`config.mk`:
```
export PLATFORM = sky130hd
export DESIGN_NAME = cs_product_resolver
export DESIGN_NICKNAME = d
export VERILOG_FILES = /design/src/rtl/mult_pkg.sv /design/src/rtl/cs_chunk_adder.sv /design/src/rtl/cs_product_resolver.sv
export SDC_FILE = /design/constraint.sdc
export NUM_CORES = 1
export LEC_CHECK = 0
export BUFFER_PORTS_ARGS = -buffer_cell sky130_fd_sc_hd__buf_2
export CORE_MARGIN = 2
export CORE_UTILIZATION = 49
export CTS_CLUSTER_SIZE = 30
export DETAILED_ROUTE_END_ITERATION = 16
export HOLD_SLACK_MARGIN = 0.08
export PLACE_DENSITY_LB_ADDON = 0.05
export SYNTH_ARGS = -nofsm -noshare
export SYNTH_HDL_FRONTEND = slang
export SYNTH_SLANG_ARGS = --single-unit
```
`constraint.sdc`:
```
create_clock -name clk -period 2.7 [get_ports clk]
set_input_delay 0.27 -clock clk [delete_from_list [all_inputs] [get_ports clk]]
set_output_delay 0.27 -clock clk [all_outputs]
set_load 0.05 [all_outputs]
```
`src/rtl/mult_pkg.sv`:
```
// Shared types and sizing helpers for the signed multiplier datapath.
// Used by the carry-save product resolver and its chunk adder.
package mult_pkg;

    localparam int unsigned WIDTH_DEFAULT = 16;

    typedef enum logic [1:0] {
        IDLE,
        ADD,
        DONE
    } resolver_state_t;

    function automatic int unsigned chunk_count(input int unsigned width, input int unsigned chunk);
        if (chunk == 0) begin
            return 1;
        end
        return width / chunk;
    endfunction

    // A single-chunk build still needs a one-bit counter to keep the datapath legal.
    function automatic int unsigned counter_width(input int unsigned nchunk);
        if (nchunk <= 1) begin
            return 1;
        end
        return $clog2(nchunk);
    endfunction

endpackage

```
`src/rtl/cs_chunk_adder.sv`:
```
// Combinational CHUNK-bit adder with carry-in and carry-out.
// One slice of the sequential carry-propagate add in the product resolver.
module cs_chunk_adder #(
    parameter int unsigned CHUNK = 4
) (
    input  logic [CHUNK-1:0] a,
    input  logic [CHUNK-1:0] b,
    input  logic             cin,
    output logic [CHUNK-1:0] sum,
    output logic             cout
);

    logic [CHUNK:0] total;

    always_comb begin
        total = {1'b0, a} + {1'b0, b} + {{CHUNK{1'b0}}, cin};
        sum   = total[CHUNK-1:0];
        cout  = total[CHUNK];
    end

endmodule

```
`src/rtl/cs_product_resolver.sv`:
```
// Resolves a carry-save row pair into a two's-complement product using a
// sequential carry-propagate adder that handles CHUNK bits per cycle.
module cs_product_resolver
    import mult_pkg::*;
#(
    parameter int unsigned WIDTH = WIDTH_DEFAULT,
    parameter int unsigned CHUNK = 4
) (
    input  logic             clk,
    input  logic             rst_n,
    input  logic             in_valid,
    output logic             in_ready,
    input  logic [WIDTH-1:0] pp0,
    input  logic [WIDTH-1:0] pp1,
    output logic             out_valid,
    input  logic             out_ready,
    output logic [WIDTH-1:0] product,
    output logic             busy
);

    localparam int unsigned NCHUNK = chunk_count(WIDTH, CHUNK);
    localparam int unsigned CW     = counter_width(NCHUNK);
    localparam logic [CW-1:0] LAST = CW'(NCHUNK - 1);

    generate
        if (CHUNK == 0 || (WIDTH % CHUNK) != 0) begin : g_bad_chunk
            $error("cs_product_resolver: CHUNK must be non-zero and divide WIDTH");
        end
    endgenerate

    resolver_state_t  state_q, state_d;
    logic [WIDTH-1:0] a_q, a_d;
    logic [WIDTH-1:0] b_q, b_d;
    logic [WIDTH-1:0] product_q, product_d;
    logic             carry_q, carry_d;
    logic [CW-1:0]    cnt_q, cnt_d;
    logic             out_valid_q, out_valid_d;
    logic             busy_q, busy_d;

    logic [CHUNK-1:0] a_chunk;
    logic [CHUNK-1:0] b_chunk;
    logic [CHUNK-1:0] sum_chunk;
    logic             chunk_cout;

    // Ready depends only on state and out_ready, never on in_valid.
    always_comb begin
        in_ready = (state_q == IDLE) || ((state_q == DONE) && out_ready);
    end

    always_comb begin
        a_chunk = a_q[cnt_q*CHUNK +: CHUNK];
        b_chunk = b_q[cnt_q*CHUNK +: CHUNK];
    end

    cs_chunk_adder #(
        .CHUNK(CHUNK)
    ) u_chunk_adder (
        .a   (a_chunk),
        .b   (b_chunk),
        .cin (carry_q),
        .sum (sum_chunk),
        .cout(chunk_cout)
    );

    always_comb begin
        state_d     = state_q;
        a_d         = a_q;
        b_d         = b_q;
        product_d   = product_q;
        carry_d     = carry_q;
        cnt_d       = cnt_q;
        out_valid_d = out_valid_q;
        busy_d      = busy_q;

        case (state_q)
            IDLE: begin
                if (in_valid) begin
                    state_d     = ADD;
                    a_d         = pp0;
                    b_d         = pp1;
                    carry_d     = 1'b0;
                    cnt_d       = '0;
                    busy_d      = 1'b1;
                    out_valid_d = 1'b0;
                end
            end
            ADD: begin
                product_d[cnt_q*CHUNK +: CHUNK] = sum_chunk;
                carry_d = chunk_cout;
                if (cnt_q == LAST) begin
                    // Carry out of the top chunk is the carry-save wraparound; it is dropped here.
                    state_d     = DONE;
                    cnt_d       = '0;
                    out_valid_d = 1'b1;
                    busy_d      = 1'b0;
                end else begin
                    cnt_d = cnt_q + 1'b1;
                end
            end
            DONE: begin
                if (out_ready) begin
                    if (in_valid) begin
                        state_d     = ADD;
                        a_d         = pp0;
                        b_d         = pp1;
                        carry_d     = 1'b0;
                        cnt_d       = '0;
                        busy_d      = 1'b1;
                        out_valid_d = 1'b0;
                    end else begin
                        state_d     = IDLE;
                        out_valid_d = 1'b0;
                    end
                end
            end
            default: begin
                state_d     = IDLE;
                out_valid_d = 1'b0;
                busy_d      = 1'b0;
            end
        endcase
    end

    always_ff @(posedge clk or negedge rst_n) begin
        if (!rst_n) begin
            state_q     <= IDLE;
            a_q         <= '0;
            b_q         <= '0;
            product_q   <= '0;
            carry_q     <= 1'b0;
            cnt_q       <= '0;
            out_valid_q <= 1'b0;
            busy_q      <= 1'b0;
        end else begin
            state_q     <= state_d;
            a_q         <= a_d;
            b_q         <= b_d;
            product_q   <= product_d;
            carry_q     <= carry_d;
            cnt_q       <= cnt_d;
            out_valid_q <= out_valid_d;
            busy_q      <= busy_d;
        end
    end

    always_comb begin
        out_valid = out_valid_q;
        product   = product_q;
        busy      = busy_q;
    end

endmodule
```
After elaboration in Yosys (flattened, before gate mapping)
Index checks and enable logic that the tools add are counted.

word-level totals
  register bits after elaboration = 55
  ROM bits = 0
  output and inout port bits = 19
  memories kept = 0
  word-level logic and storage cells = 58
  RAM bits = 0
  input port bits = 36
  latch bits = 0

operators by class
  order comparisons = 0
  add/sub/neg operators = 4
  equality and inequality tests = 6
  mux-type cells = 27
  shift-type cells = 4
  reductions and logical operators = 9
  bitwise gates (word level) = 0
  div/mod/pow operators = 0
  $mul = 0

operators with widths
  cell                       number
  $mux W16                   4
  $pmux W16 S2               2
  $neg A4 Y34                1
  $shift A4 B34 Y16 const A  1
  $shiftx A4 B34 Y16         1
  $shiftx A16 B5 Y4          2
  $bwmux W16                 1
  $mux W2                    6
  $pmux W2 S3                2
  $mux W1                    9
  $pmux W1 S3                3
  $ne A2 B2 Y1 const B       3
  $reduce_and A2 Y1          3
  $add A4 B4 Y5              1
  $add A5 B1 Y5              1
  $eq A2 B2 Y1 const B       2
  $reduce_and A3 Y1          1
  $reduce_bool A3 Y1         1
  $add A2 B1 Y2 const B      1
  $eq A2 B1 Y1 const B       1
  $logic_not A2 Y1           1
  $reduce_bool A2 Y1         1
  $logic_and A1 B1 Y1        1
  $logic_or A1 B1 Y1         1

Depth between registers and ports, before layout
  depth in word-level cells = 5
  depth in mapped cells = 7
  mapped depth without buffers = 6

Cells and area by module
A second synthesis with hierarchy kept.

second synthesis, totals
  cell total of the unflattened synthesis = 197
  area, all modules = 2,705.1 µm²

by module, submodules not included
  module               times used  area an instance (µm²)  seq. area each (µm²)  cells each
  cs_product_resolver  1           2,561.2                 1,351.3               181
  cs_chunk_adder       1           143.9                   0.0                   16

Least setup slack after synthesis
No wires, ideal clock.

  path type = register to register
  from = register cnt_q[0]
  to = register carry_q
  data arrival time = 2.477 ns
  library setup time = 0.126 ns
  required time = 2.574 ns
  period minus slack after synthesis = 2.603 ns
  slack = 0.097 ns
  cell stages (with the launch flop) = 8
  buffers on the path = 1
  path through = dfrtp_1 > buf_2 > mux4_2 > fa_1 > fa_1 > a21o_1 > a21oi_1 > o22ai_1

on the way
  cells in the longest elaborated chain, start to end = 4
  elaborated cells on any way between the ends = 5
  classes of those cells = 2 x add/sub; 2 x shift; 1 x mux

RTL lines
  item                                         RTL line                                              RTL
  from (decl)                                  cs_product_resolver.sv:36                             logic [CW-1:0] cnt_q, cnt_d;
  from (signal assigned)                       cs_product_resolver.sv:140                            cnt_q <= cnt_d;
  $shiftx A16 B5 Y4, on equally long branches  cs_product_resolver.sv:51, cs_product_resolver.sv:52
  $add A4 B4 Y5 (*)                            cs_chunk_adder.sv:16                                  total = {1'b0, a} + {1'b0, b} + {{CHUNK{1'b0}}, cin};
  $add A5 B1 Y5 (*)                            cs_chunk_adder.sv:16
  $pmux W1 S3 (*)                              cs_product_resolver.sv:75                             case (state_q)
  to (signal assigned)                         cs_product_resolver.sv:139                            carry_q <= carry_d;
  to (decl)                                    cs_product_resolver.sv:35                             logic carry_q, carry_d;

Every way passes the cells marked *; elsewhere a longest branch is shown, timed or not.
A chain may end at the register's enable or synchronous reset.

Final worst setup path
  from = register cnt_q[0]
  to = register product_q[14], in the netlist product[14]

on the way
  cells in the longest elaborated chain, start to end = 5
  elaborated cells on any way between the ends = 8
  classes of those cells = 3 x add/sub; 4 x shift; 1 x mux

RTL lines
  item                                         RTL line                                              RTL
  $shiftx A16 B5 Y4, on equally long branches  cs_product_resolver.sv:51, cs_product_resolver.sv:52
  $add A4 B4 Y5                                cs_chunk_adder.sv:16
  $add A5 B1 Y5                                cs_chunk_adder.sv:16
  $shiftx A4 B34 Y16                           cs_product_resolver.sv:88                             product_d[cnt_q*CHUNK +: CHUNK] = sum_chunk;
  $bwmux W16 (*)                               cs_product_resolver.sv:88
  to (signal assigned)                         cs_product_resolver.sv:138                            product_q <= product_d;
  to (decl)                                    cs_product_resolver.sv:34                             logic [WIDTH-1:0] product_q, product_d;

Marked as above.

==> impl_results.rst <==
.. list-table::
   :header-rows: 1

   * - Metric
     - Value
   * - Result of the run
     - finished, final reports clean
   * - TritonCTS buffer count
     - 5
   * - Launch point of the worst reg-to-reg path
     - cnt_q[0]
   * - Synthesized cell area
     - 2644 um2
   * - First DRT Iteration DRCs
     - a little over 60
   * - Actual slew at the worst max-slew pin
     - just under 0.6 ns
   * - Leakage power
     - about 1.5 nW
   * - CTS clock-pin slew for the worst setup and hold paths
     - around 0.09 ns
   * - Total DRC errors in the routed layout
     - 0
   * - Worst Path Class, Setup
     - flop to flop
   * - Max Transition Viols Final
     - 0
   * - Top achievable clock speed
     - between 400 and 500 MHz
   * - Count of yosys warnings during synthesis
     - 0
   * - Overall die area
     - around 6000 um2
   * - Share of power burned in combinational logic
     - between 50% and 60%
   * - Later-pin clock latency in the skew report
     - ~0.30 ns
   * - Count of vias placed by the detailed router
     - around 1,600
   * - Largest net degree at the start of global routing
     - 37
   * - Share of the cycle needed by the critical path after routing
     - between 90% and 100%
   * - Normalized max-slew margin
     - 60.20%
   * - Avg Inst Size Synth
     - 16.02 um2
   * - Share of post-route cells with drive strength above 1
     - between 50% and 60%
   * - Layout-stage area growth over the synthesis result
     - 16.66%
   * - Yosys reg bits
     - 54
   * - WL/cell
     - between 15 and 20 um
   * - Fraction of power spent switching nets
     - between 40% and 50%
   * - TNS Setup
     - 0 ns
   * - Largest buffer count on any clock path
     - 2
   * - Routability Congestion
     - 0.8732
   * - Number of standard cells after synthesis
     - 165
   * - Via count of the first global-routing pass
     - ~1,700
   * - CP Max Fanout
     - 4
   * - Wire length of the first global-routing pass
     - around 8.5 mm
   * - Clock sink count
     - between 50 and 60
   * - Worst slack on hold paths
     - between 0.15 and 0.2 ns
   * - Shortest clock period the worst path allows after layout
     - roughly 2.5 ns
   * - Most frequent cells in the layout
     - 54 x dfrtp_1, 54 x buf_2, 26 x mux2_4, 13 x a22o_1, 9 x ha_1
   * - Type of the tightest min-delay check
     - primary input to flop
   * - Initial cell density of the core
     - between 50 and 60%
   * - Layout filler cell count
     - 413
   * - Core area
     - just over 5000 um2
   * - Via/cell ratio
     - approximately 5.3
   * - Maximum clock skew at final layout
     - slightly above 0.006 ns
   * - Chip width
     - roughly 77 um
   * - Total congestion overflow
     - 0
   * - Number of optimization iterations in the first detailed-route pass
     - 4
   * - Sequential fraction of the synthesis area
     - about 51%
   * - Final antenna diode count
     - 0
   * - CP endpoint kind
     - flop
   * - Setup Fix Bufs, Post-CTS
     - 0
   * - Type of element launching the critical path
     - flop
   * - Overall global routing resource usage
     - 18.11%
   * - Setup repair after global routing missed its margin
     - false
   * - Min-Delay Startpoint
     - pp1[14]
   * - DRT Wirelength
     - about 4.9 mm
   * - Final Core Density
     - slightly below 60%
   * - Pwr per Cell Area
     - roughly 1500 nW/um2
   * - Part of the power in the clock network
     - a little under an eighth
   * - Nets in the synthesized netlist
     - approximately 210
   * - Sequential group share of total power
     - between 30% and 40%
   * - Estimated wirelength of the detail-placed design
     - 3.758 mm
   * - Internal Power
     - about 2.6 mW
   * - Number of distinct library cell variants in the gate-level netlist after synthesis
     - 36
   * - Final setup violation count
     - 0
   * - Count of final hold-check violations
     - 0
   * - Clock root buffer
     - clkbuf_8
   * - TritonCTS clock tree
     - done
   * - Initial antenna violation count
     - 0
   * - Arrival time worst endpoint
     - ~2.7 ns
   * - Switching power of the nets
     - 1.886 mW
   * - Worst-case vdd ir drop
     - between 0.0005 and 0.0006 V
   * - Max cap viols
     - 0
   * - Deepest level of the CTS H-tree
     - 2
   * - Count of buffers inserted at the top-level ports
     - 54
   * - Timing startpoint of the critical path
     - cnt_q[0]
   * - Number of core rows
     - 26
   * - Number of primary I/O pins
     - 55
   * - Required time at the endpoint of the critical path
     - 2.95 ns
   * - Final net count
     - ~270
   * - Die outline height
     - between 70 and 80 um
   * - Remaining number of nets flagged by the antenna check after routing
     - 0
stage by stage:
stage	setup WS (ns)	cell area [um2]	instances	total power [mW]
6_report	0.2470	3084	296	4.488
5_1_grt	0.1246	3084	296	4.816
4_1_cts	0.2292	3084	296	4.537
3_5_place_dp	0.2444	2965	287	3.987
3_3_place_gp	0.2690	2965	287	3.946
2_1_floorplan	0.09692	2644	165	3.413
registers in the layout (all words and copies together) (netlist names):
| name | flops |
|---|---|
| cnt_q | 2 |
| b_q | 16 |
| carry_q | 1 |
| out_valid | 1 |
| busy | 1 |
| state_q | 1 |
| a_q | 16 |
| product | 16 |
logic make-up (layout without fill, tap and decap cells):
logic type | count (synthesis) | after routing | share of synthesized area, %
simple gates | 20 | 20 | 6.010
compound gates | 28 | 28 | 9.039
fa+ha+maj | 11 | 11 | 5.774
buf+inv | 11 | 72 | 3.596
xor+xnor | 1 | 1 | 0.3313
flops | 54 | 54 | 51.11
mux | 40 | 40 | 24.14
worst max-delay path, cell delays in order (launching register included):
cell and delay (ns):
dfrtp_1 0.44, mux4_2 0.54, fa_1 0.45, fa_1 0.42, xor2_1 0.35, a22o_1 0.20
cell usage after synthesis, drive strengths merged:
library cell / n / area [um2]
xor2: 1 / 8.760
nand2: 6 / 22.52
o21bai: 1 / 7.510
mux4: 8 / 180.2
and4bb: 1 / 12.51
and3: 1 / 6.260
a21oi: 2 / 10.01
and2b: 1 / 7.510
nand3b: 1 / 11.26
dfrtp: 54 / 1351
o22ai: 2 / 12.51
nor3b: 1 / 12.51
inv: 4 / 15.01
a32o: 4 / 40.04
nand3: 1 / 5.000
or3b: 1 / 8.760
ha: 9 / 112.6
nor2: 2 / 7.510
fa: 2 / 40.04
and3b: 1 / 8.760
buf: 6 / 76.32
nor2b: 1 / 13.76
a22oi: 1 / 7.510
nor4: 1 / 12.51
clkbuf: 1 / 3.750
a211oi: 1 / 7.510
o31ai: 2 / 25.02
mux2: 32 / 457.9
a21o: 2 / 15.01
nand2b: 1 / 6.260
nor4b: 1 / 23.77
a22o: 13 / 113.9
final timing paths:
kind,end,cells after the start,slack (ns)
setup / recovery,product[14],5,0.25
hold / removal,b_q[14],2,0.19
setup reg to reg,product[14],5,0.25
hold reg to reg,product[14],1,0.50
max in group asynchronous,b_q[9],3,1.43
min in group asynchronous,product[1],2,0.49
power groups by stage:
stage	combinational, mW	sequential (mW)	clock (mW)
5_1_grt	2.74	1.49	0.583
2_1_floorplan	1.72	1.70	0
6_report	2.51	1.45	0.530
4_1_cts	2.54	1.46	0.544
3_3_place_gp	2.48	1.46	0
3_5_place_dp	2.52	1.47	0
what timing repair did:
item                      4_1_cts  5_1_grt
gates resized for setup         0        0
hold buffers                    1        0
hold endpoints to repair       26        0
final cells by class:
cell class | instances | area, um2 | share of cell area (%)
Clock buffer | 5 | 68.82 | 2.231
Clock inverter | 3 | 40.04 | 1.298
Inverter | 4 | 15.01 | 0.4868
Multi-Input combinational cell | 100 | 1204 | 39.03
Sequential cell | 54 | 1351 | 43.81
Tap cell | 70 | 87.58 | 2.840
Timing Repair Buffer | 60 | 317.8 | 10.30
metal layers:
metal	GRT usage, %	wire [um]
met2	29.22	2469
met3	3.837	241
met5	0	0
met1	25.10	2177
met4	4.821	57
(Power assumes the default switching activity.)
